==> src/rtl/alu_pkg.sv <==
// Shared types and reset constants for the 6502-style ALU.
package alu_pkg;

  localparam int unsigned DATA_W = 8;
  localparam int unsigned NIB_W  = 4;

  typedef enum logic [2:0] {
    OP_SUMS = 3'd0,
    OP_ANDS = 3'd1,
    OP_EORS = 3'd2,
    OP_ORS  = 3'd3,
    OP_SRS  = 3'd4
  } alu_op_t;

  typedef struct packed {
    logic acr;
    logic avr;
    logic hc;
  } alu_flags_t;

  localparam logic [DATA_W-1:0] RST_OPERAND = '0;
  localparam alu_op_t           RST_OP      = OP_SUMS;
  localparam logic              RST_CIN     = 1'b0;
  localparam logic              RST_DAA     = 1'b0;
  localparam alu_flags_t        RST_FLAGS   = '0;

  // Fixed priority among the operation strobes; holds when none is set.
  function automatic alu_op_t sel_op(
    input logic    sums,
    input logic    ands,
    input logic    eors,
    input logic    ors,
    input logic    srs,
    input alu_op_t hold
  );
    alu_op_t op;
    op = hold;
    if (sums)      op = OP_SUMS;
    else if (ands) op = OP_ANDS;
    else if (eors) op = OP_EORS;
    else if (ors)  op = OP_ORS;
    else if (srs)  op = OP_SRS;
    return op;
  endfunction

endpackage

==> src/rtl/alu_bcd_adjust.sv <==
// Combinational BCD corrector for SUMS results; only built when DECIMAL_MODE_EN is defined.
`ifdef DECIMAL_MODE_EN
module alu_bcd_adjust
  import alu_pkg::*;
(
  input  logic [DATA_W-1:0] sum_i,
  input  logic              carry_i,
  input  logic              half_i,
  output logic [DATA_W-1:0] result_o,
  output logic              carry_o
);

  logic [DATA_W:0] low_fix;
  logic            hi_adj;

  // Low nibble first, then the high nibble judged on the intermediate value.
  always_comb begin
    low_fix = {1'b0, sum_i};
    if ((sum_i[NIB_W-1:0] > 4'd9) || half_i) begin
      low_fix = low_fix + (DATA_W+1)'(6);
    end
    hi_adj   = (low_fix > (DATA_W+1)'(9'h099)) || carry_i;
    result_o = hi_adj ? (low_fix[DATA_W-1:0] + DATA_W'(8'h60)) : low_fix[DATA_W-1:0];
    carry_o  = carry_i | hi_adj;
  end

endmodule
`endif

==> src/rtl/alu_core.sv <==
// 8-bit 6502-style ALU: latched operands/op, combinational result, registered flags.
// Decimal adjust of SUMS is present only when DECIMAL_MODE_EN is defined.
module alu_core
  import alu_pkg::*;
#(
  parameter int unsigned WIDTH = 8
) (
  input  logic             phi_2,
  input  logic             res_n,
  input  logic [WIDTH-1:0] sb_bus,
  input  logic [WIDTH-1:0] db_bus,
  input  logic [WIDTH-1:0] adl_bus,
  input  logic             sb_add,
  input  logic             zero_add,
  input  logic             db_add,
  input  logic             db_n_add,
  input  logic             adl_add,
  input  logic             i_addc,
  input  logic             sums,
  input  logic             ands,
  input  logic             eors,
  input  logic             ors,
  input  logic             srs,
  input  logic             daa,
  output logic [WIDTH-1:0] alu_to_add,
  output logic             acr,
  output logic             avr,
  output logic             hc
);

  logic [WIDTH-1:0] a_q, a_d;
  logic [WIDTH-1:0] b_q, b_d;
  alu_op_t          op_q, op_d;
  logic             cin_q;
  alu_flags_t       flags_q;
  alu_flags_t       flags_c;
  logic [WIDTH-1:0] result_c;
  logic [WIDTH:0]   sum_full_c;
  logic [NIB_W:0]   low_sum_c;

  // Operand loads behave like a wired-AND of every selected source.
  always_comb begin
    a_d = a_q;
    if (sb_add || zero_add) begin
      a_d = '1;
      if (sb_add)   a_d = a_d & sb_bus;
      if (zero_add) a_d = '0;
    end
    b_d = b_q;
    if (db_add || db_n_add || adl_add) begin
      b_d = '1;
      if (db_add)   b_d = b_d & db_bus;
      if (db_n_add) b_d = b_d & ~db_bus;
      if (adl_add)  b_d = b_d & adl_bus;
    end
    op_d = sel_op(sums, ands, eors, ors, srs, op_q);
  end

  always_ff @(posedge phi_2) begin
    if (!res_n) begin
      a_q     <= RST_OPERAND;
      b_q     <= RST_OPERAND;
      op_q    <= RST_OP;
      cin_q   <= RST_CIN;
      flags_q <= RST_FLAGS;
    end else begin
      a_q     <= a_d;
      b_q     <= b_d;
      op_q    <= op_d;
      cin_q   <= i_addc;
      flags_q <= flags_c;
    end
  end

  assign sum_full_c = {1'b0, a_q} + {1'b0, b_q} + (WIDTH+1)'(cin_q);
  assign low_sum_c  = {1'b0, a_q[NIB_W-1:0]} + {1'b0, b_q[NIB_W-1:0]} + (NIB_W+1)'(cin_q);

`ifdef DECIMAL_MODE_EN
  logic             daa_q;
  logic [WIDTH-1:0] bcd_result;
  logic             bcd_carry;

  always_ff @(posedge phi_2) begin
    if (!res_n) daa_q <= RST_DAA;
    else        daa_q <= daa;
  end

  alu_bcd_adjust u_bcd (
    .sum_i    (sum_full_c[WIDTH-1:0]),
    .carry_i  (sum_full_c[WIDTH]),
    .half_i   (low_sum_c[NIB_W]),
    .result_o (bcd_result),
    .carry_o  (bcd_carry)
  );
`else
  logic unused_daa;
  assign unused_daa = daa;
`endif

  // Result and flag values from the latched state; overflow stays binary.
  always_comb begin
    result_c = '0;
    flags_c  = '0;
    case (op_q)
      OP_SUMS: begin
        result_c    = sum_full_c[WIDTH-1:0];
        flags_c.acr = sum_full_c[WIDTH];
        flags_c.hc  = low_sum_c[NIB_W];
        flags_c.avr = (a_q[WIDTH-1] ~^ b_q[WIDTH-1]) & (a_q[WIDTH-1] ^ sum_full_c[WIDTH-1]);
`ifdef DECIMAL_MODE_EN
        if (daa_q) begin
          result_c    = bcd_result;
          flags_c.acr = bcd_carry;
        end
`endif
      end
      OP_ANDS: result_c = a_q & b_q;
      OP_EORS: result_c = a_q ^ b_q;
      OP_ORS:  result_c = a_q | b_q;
      OP_SRS: begin
        result_c    = {cin_q, a_q[WIDTH-1:1]};
        flags_c.acr = a_q[0];
      end
      default: begin
        result_c = '0;
        flags_c  = '0;
      end
    endcase
  end

  assign alu_to_add = result_c;
  assign acr        = flags_q.acr;
  assign avr        = flags_q.avr;
  assign hc         = flags_q.hc;

endmodule

==> config.mk <==
export PLATFORM = sky130hd
export DESIGN_NAME = alu_core
export DESIGN_NICKNAME = d
export VERILOG_FILES = /design/src/rtl/alu_pkg.sv /design/src/rtl/alu_bcd_adjust.sv /design/src/rtl/alu_core.sv
export SDC_FILE = /design/constraint.sdc
export NUM_CORES = 1
export LEC_CHECK = 0
export ABC_AREA = 0
export ABC_CLOCK_PERIOD_IN_PS = 7700
export CAP_MARGIN = 40
export CORE_ASPECT_RATIO = 1.75
export CORE_UTILIZATION = 30
export CTS_BUF_LIST = sky130_fd_sc_hd__clkbuf_16
export DETAILED_ROUTE_END_ITERATION = 12
export GPL_TIMING_DRIVEN = 0
export HOLD_SLACK_MARGIN = 0.06
export PLACE_DENSITY = 0.57
export SLEW_MARGIN = 20
export SYNTH_ARGS = -nofsm -noshare
export SYNTH_HDL_FRONTEND = slang
export SYNTH_SLANG_ARGS = --single-unit
==> constraint.sdc <==
create_clock -name phi_2 -period 7.7 [get_ports phi_2]
set_clock_uncertainty 0.1 [all_clocks]
set_input_delay 1.54 -clock phi_2 [delete_from_list [all_inputs] [get_ports phi_2]]
set_output_delay 1.54 -clock phi_2 [all_outputs]
set_load 0.02 [all_outputs]
# Yosys cells after proc, flatten, opt, wreduce, memory -nomap -nowiden
# Cells that the tools add are included.
# totals
elab_cells,50
input_bits,38
ff_bits,23
out_inout_bits,11
# classes
reduce_logical,10
bitwise,10
muxes,13
eq_ne,4
n_addsub,4
# ops
operator,count
$mux 8,7
$pmux 8 s5,1
$and 8x8->8,3
$add 8x8->9,1
$add 9x1->9,1
$not 8->8,1
$or 8x8->8,1
$xor 8x8->8,1
$eq 3x2->1 const B,2
$mux 2,3
$add 4x4->5,1
$add 5x1->5,1
$reduce_or 5->1,1
$reduce_bool 4->1,1
$eq 3x1->1 const B,1
$eq 3x3->1 const B,1
$logic_not 3->1,1
$logic_or 1x1->1,3
$reduce_bool 3->1,1
$reduce_or 3->1,1
$pmux 1 s2,1
$reduce_and 2->1,1
$reduce_or 2->1,1
$and 1x1->1,1
other kinds (4),4

# Longest topological paths before layout
# Gate-level depths: netlist of the first run.
# logic_depth
depth_word,8
ltp_mapped,8
depth_no_buf,8

# Worst setup path before layout of the first run
# No wires, ideal clock.
# synth_timing
path_kind,register to output
start,register a_q[0]
end,output port alu_to_add[6]
path_stages_with_launch,9
arrival_ps,2376
setup_slack_ps,3684
path_buffers,0
cell_sequence,dfxtp_1 > inv_1 > fa_1 > fa_1 > inv_1 > a21o_1 > a41oi_1 > mux2_2 > o21ai_0
# synth_between
elab_chain_len,3
# synth_rtl
item,line,source
"start, declared",alu_core.sv:31,"logic [WIDTH-1:0] a_q, a_d;"
"start signal, assigned",alu_core.sv:61,a_q <= RST_OPERAND;
"start signal, assigned",alu_core.sv:67,a_q <= a_d;
$add 8x8->9,alu_core.sv:75,"assign sum_full_c = {1'b0, a_q} + {1'b0, b_q} + (WIDTH+1)'(cin_q);"
$add 9x1->9,alu_core.sv:75,
$pmux 8 s5,alu_core.sv:104,case (op_q)
"end, declared",alu_core.sv:25,"output logic [WIDTH-1:0] alu_to_add,"
# No other way between the ends.

# Final worst setup path of the first run
# Same ends and word-level chain as after synthesis.

==> summary.txt, run 1 <==
Final layout
  • Share of cells above drive strength 1: 4.56%
  • Ant diodes: 0
  • Fillers: 601
  • Final net count: 320
  • Non-filler instance count after layout: 339
  • Design area: 2390 µm²
  • Area grow syn2layout: 34.8%
  • FF/Latch Area: 460 µm²
  • Multi-input logic area: 1170 µm²

CTS
  • Cts hold-fix bufs: 0
  • Clk slew on worst S/H paths: 0.06 ns
  • CTS H-tree depth: 1
  • Clock network latency to the later pin of the worst-skew pair: 0.26 ns
  • Root Driver: clkbuf_16
  • CTS tree: yes
  • Post-CTS Setup Bufs: 0
  • Total CTS buffers: 3
  • Clk sinks: 23
  • Post-CTS Resized: 0
  • Clk buf depth: 2

Yosys
  • Main synth FF type: dfxtp_1
  • Mapped Area: 1770 µm²
  • Post-synth top area share: 26.0%
  • Yosys reg bits: 23
  • Post-synth EDFFs: 0
  • Sequential area share after synthesis: 26.0%
  • Ranking of synthesized cells by area: dfxtp_1, ha_1, mux2i_1, inv_1, o2111a_1
  • Post-synth top area cell: dfxtp_1
  • Mapped Nets: 271
  • FFs w/ async S/R, synth: 0%
  • Synth warn: 0
  • Syn_area_per_cell: 8.23 µm²
  • Post-synth cell types: 39
  • Mapped Cells: 215

Timing
  • RSZ-0062 raised after global routing: false
  • Worst-Margin Slew: 0.756 ns
  • Final setup fails: 0
  • Period utilization: 64.4%
  • Final setup TNS: 0 ns
  • Fmax: 202 MHz
  • Fin. max-slew vios: 0
  • Final Hold Vio Count: 0
  • Slew HR: 49.2%
  • Min cycle time layout: 4.96 ns

Detailed routing
  • Routed via count: 1,655
  • Wire per inst: 14.0 µm
  • Vias per inst: 4.88
  • Routed WL: 4740 µm
  • DRC viols: 0
  • Drt initial violations: 48
  • Number of detailed-route iterations in the first pass: 4
  • Routed Antenna Nets: 0

GRT
  • GRT overflow: 0
  • Vias in the first global route: 1,658
  • First-pass GRT wire length: 7850 µm
  • Gr usage total: 16.5%
  • Initial antenna violation count: 0
  • Largest net degree at the start of global routing: 14

Power and ir drop
  • Pleak: 0.970 nW
  • Maximum VDD drop: 83.1 µV
  • Net Sw Frac: 27.8%
  • P_int: 0.000241 W
  • PwrDens: 140 nW/µm²
  • Share of power burned in the clock network: 34.8%
  • Seq pwr share: 38.4%
  • P_sw: 0.0000928 W
  • Combinational share of power: 26.8%

Hold path
  • HP Class: reg2reg

Worst setup path
  • Critical Path RT: 6.06 ns
  • Worst setup EP type: primary output
  • Crit start category: flop
  • Worst-path maximum fanout: 4
  • Crit path arrival time: 3.32 ns
  • Crit path kind: reg2out

Floorplan
  • Standard-cell rows: 36
  • Die area: 6220 µm²
  • Die Ht: 104 µm
  • Chip Width: 60.1 µm
  • Core Area: 5630 µm²
  • IO Count: 49
  • Initial Util: 31.4%

Placement
  • Post-DP HPWL: 3800 µm
  • Placed cell area: 2310 µm²
  • GPL Wtd Cong: 0.890
  • Dpl cells: 335
  • IO buf count: 44

Run
  • Max cap viols: 0

Outcome
  • Status: finished, final reports clean
[synth_stat cells, types with 2 or more instances]
| cell | number |
|---|---|
| o21a_1 | 2 |
| nand2_1 | 13 |
| o21ai_0 | 13 |
| nand3_1 | 3 |
| a221o_1 | 3 |
| a21o_1 | 3 |
| inv_1 | 25 |
| nand2b_1 | 9 |
| nor3_1 | 3 |
| a21oi_1 | 10 |
| clkbuf_1 | 6 |
| or3_1 | 3 |
| xor2_1 | 2 |
| a22oi_1 | 5 |
| fa_1 | 2 |
| ha_1 | 16 |
| nor2b_1 | 3 |
| o2111a_1 | 8 |
| o211ai_1 | 2 |
| mux2i_1 | 18 |
| xnor2_1 | 2 |
| buf_1 | 2 |
| dfxtp_1 | 23 |
| buf_2 | 3 |
| nor2_1 | 22 |
[placed cells by master (no fill, tap or decap), drive strengths merged, types with 2 or more instances in the layout]
cell | Yosys | final
clkdlybuf4s50 | 0 | 44
inv | 25 | 25
dfxtp | 23 | 23
nor2 | 22 | 22
mux2i | 18 | 18
ha | 16 | 16
o21ai | 14 | 14
nand2 | 13 | 13
a21oi | 10 | 10
nand2b | 9 | 9
clkbuf | 6 | 9
o2111a | 8 | 8
a22oi | 5 | 5
buf | 5 | 5
nor2b | 4 | 4
nor3 | 3 | 3
nand3 | 3 | 3
a21o | 3 | 3
a221o | 3 | 3
or3 | 3 | 3
xor2 | 2 | 2
o21a | 2 | 2
o211ai | 2 | 2
xnor2 | 2 | 2
fa | 2 | 2
[power groups by stage]
stage          registers, W  clock network, W   logic, W
4_1_cts            0.000128          0.000119  0.0000902
2_1_floorplan      0.000130                 0  0.0000499
5_1_grt            0.000129          0.000124  0.0000978
3_5_place_dp       0.000131                 0  0.0000897
6_report           0.000128          0.000116  0.0000893
3_3_place_gp       0.000131                 0  0.0000888
[kinds of logic after synthesis]
group	Yosys count	share of synthesized area, %
AOI/OAI and AO/OA	54	22.1
and+or+nand+nor	60	16.5
muxes	20	12.1
buffers and inverters	36	7.84
DFF	23	26.0
xor gates and xnor gates	4	1.98
adders and majority gates	18	13.6
[routing by layer]
metal  global-route usage (%)  vias to the layer above  share of wire [%]
li1                         -                      849                  -
met1                     17.6                      757                 40
met2                     31.0                       40                 55
met3                     1.12                        9                2.3
met4                     6.98                        0                2.9
met5                        0                        -                  0
[registers in the layout, summed over array words and instances, names as in the netlist]
signal / flops
acr: 1
hc: 1
a_q: 8
cin_q: 1
b_q: 8
op_q: 3
avr: 1
[worst paths after layout]
path | start | end | slack [ns] | depth (start not counted)
worst min register to register | a_q[4] | a_q[4] | 0.45 | 2
worst max-delay path | a_q[0] | alu_to_add[6] | 2.74 | 9
worst min-delay path | a_q[4] | a_q[4] | 0.45 | 2
worst max register to register | a_q[0] | acr | 5.31 | 8
[area by class of cell]
cell class | count | share of cell area (%)
inverter | 25 | 3.93
sequential | 23 | 19.3
timing repair buffer | 44 | 18.5
clock inverter | 1 | 0.210
buffer | 11 | 1.89
tap | 76 | 3.99
clock buffer | 3 | 3.15
multi-input combinational | 156 | 49.1
[through the flow]
| step | utilization (%) | hold WS, ns | total power (W) | setup WS [ns] |
|---|---|---|---|---|
| global placement | 41.0 | 0.421 | 0.000220 | 3.03 |
| CTS | 42.4 | 0.461 | 0.000338 | 2.73 |
| global route | 42.4 | 0.478 | 0.000351 | 2.64 |
| finish | 42.4 | 0.450 | 0.000334 | 2.74 |
| floorplan | - | 0.390 | 0.000180 | 3.68 |
| detailed placement | 41.0 | 0.452 | 0.000221 | 3.02 |
[worst max-delay path, stage by stage, from the launching register on]
cell and delay (ns):
dfxtp_1 0.39, inv_1 0.10, fa_1 0.51, fa_1 0.44
inv_1 0.07, a21o_1 0.14, a41oi_1 0.21, mux2_2 0.33
o21ai_0 0.22, clkdlybuf4s50_1 0.65
Power figures use the tool's default switching activity.
==> run 2: changes to the inputs <==
--- a/config.mk
+++ b/config.mk
@@ -6,7 +6,7 @@
 export NUM_CORES = 1
 export LEC_CHECK = 0
 export ABC_AREA = 0
-export ABC_CLOCK_PERIOD_IN_PS = 7700
+export ABC_CLOCK_PERIOD_IN_PS = 4830
 export CAP_MARGIN = 40
 export CORE_ASPECT_RATIO = 1.75
 export CORE_UTILIZATION = 30
==> constraint.sdc (replaced) <==
create_clock -name phi_2 -period 4.83 [get_ports phi_2]
set_clock_uncertainty 0.1 [all_clocks]
set_input_delay 0.966 -clock phi_2 [delete_from_list [all_inputs] [get_ports phi_2]]
set_output_delay 0.966 -clock phi_2 [all_outputs]
set_load 0.02 [all_outputs]
==> results of run 2 <==
The final DEF is identical to that of run 1. Status: finished, final reports clean.
Main changes from that run: setup slack after placement 3.02 ns -> 0.720 ns; setup slack after layout 2.74 ns -> 0.446 ns; register-to-register setup slack 5.31 ns -> 2.44 ns; total power 0.000334 W -> 0.000532 W; worst IR drop on VDD 83.1 µV -> 132 µV
==> run 3: changes to the inputs <==
--- a/config.mk
+++ b/config.mk
@@ -6,7 +6,7 @@
 export NUM_CORES = 1
 export LEC_CHECK = 0
 export ABC_AREA = 0
-export ABC_CLOCK_PERIOD_IN_PS = 4830
+export ABC_CLOCK_PERIOD_IN_PS = 5080
 export CAP_MARGIN = 40
 export CORE_ASPECT_RATIO = 1.75
 export CORE_UTILIZATION = 30
@@ -15,6 +15,7 @@
 export GPL_TIMING_DRIVEN = 0
 export HOLD_SLACK_MARGIN = 0.06
 export PLACE_DENSITY = 0.57
+export SKIP_LAST_GASP = 1
 export SLEW_MARGIN = 20
 export SYNTH_ARGS = -nofsm -noshare
 export SYNTH_HDL_FRONTEND = slang
==> constraint.sdc (replaced) <==
create_clock -name phi_2 -period 5.08 [get_ports phi_2]
set_clock_uncertainty 0.1 [all_clocks]
set_input_delay 1.016 -clock phi_2 [delete_from_list [all_inputs] [get_ports phi_2]]
set_output_delay 1.016 -clock phi_2 [all_outputs]
set_load 0.02 [all_outputs]
==> results of run 3 <==
The final DEF is identical to that of run 1. Status: finished, final reports clean.
Main changes from that run: setup slack after placement 3.02 ns -> 0.920 ns; setup slack after layout 2.74 ns -> 0.646 ns; register-to-register setup slack 5.31 ns -> 2.69 ns; total power 0.000334 W -> 0.000506 W; worst IR drop on VDD 83.1 µV -> 126 µV
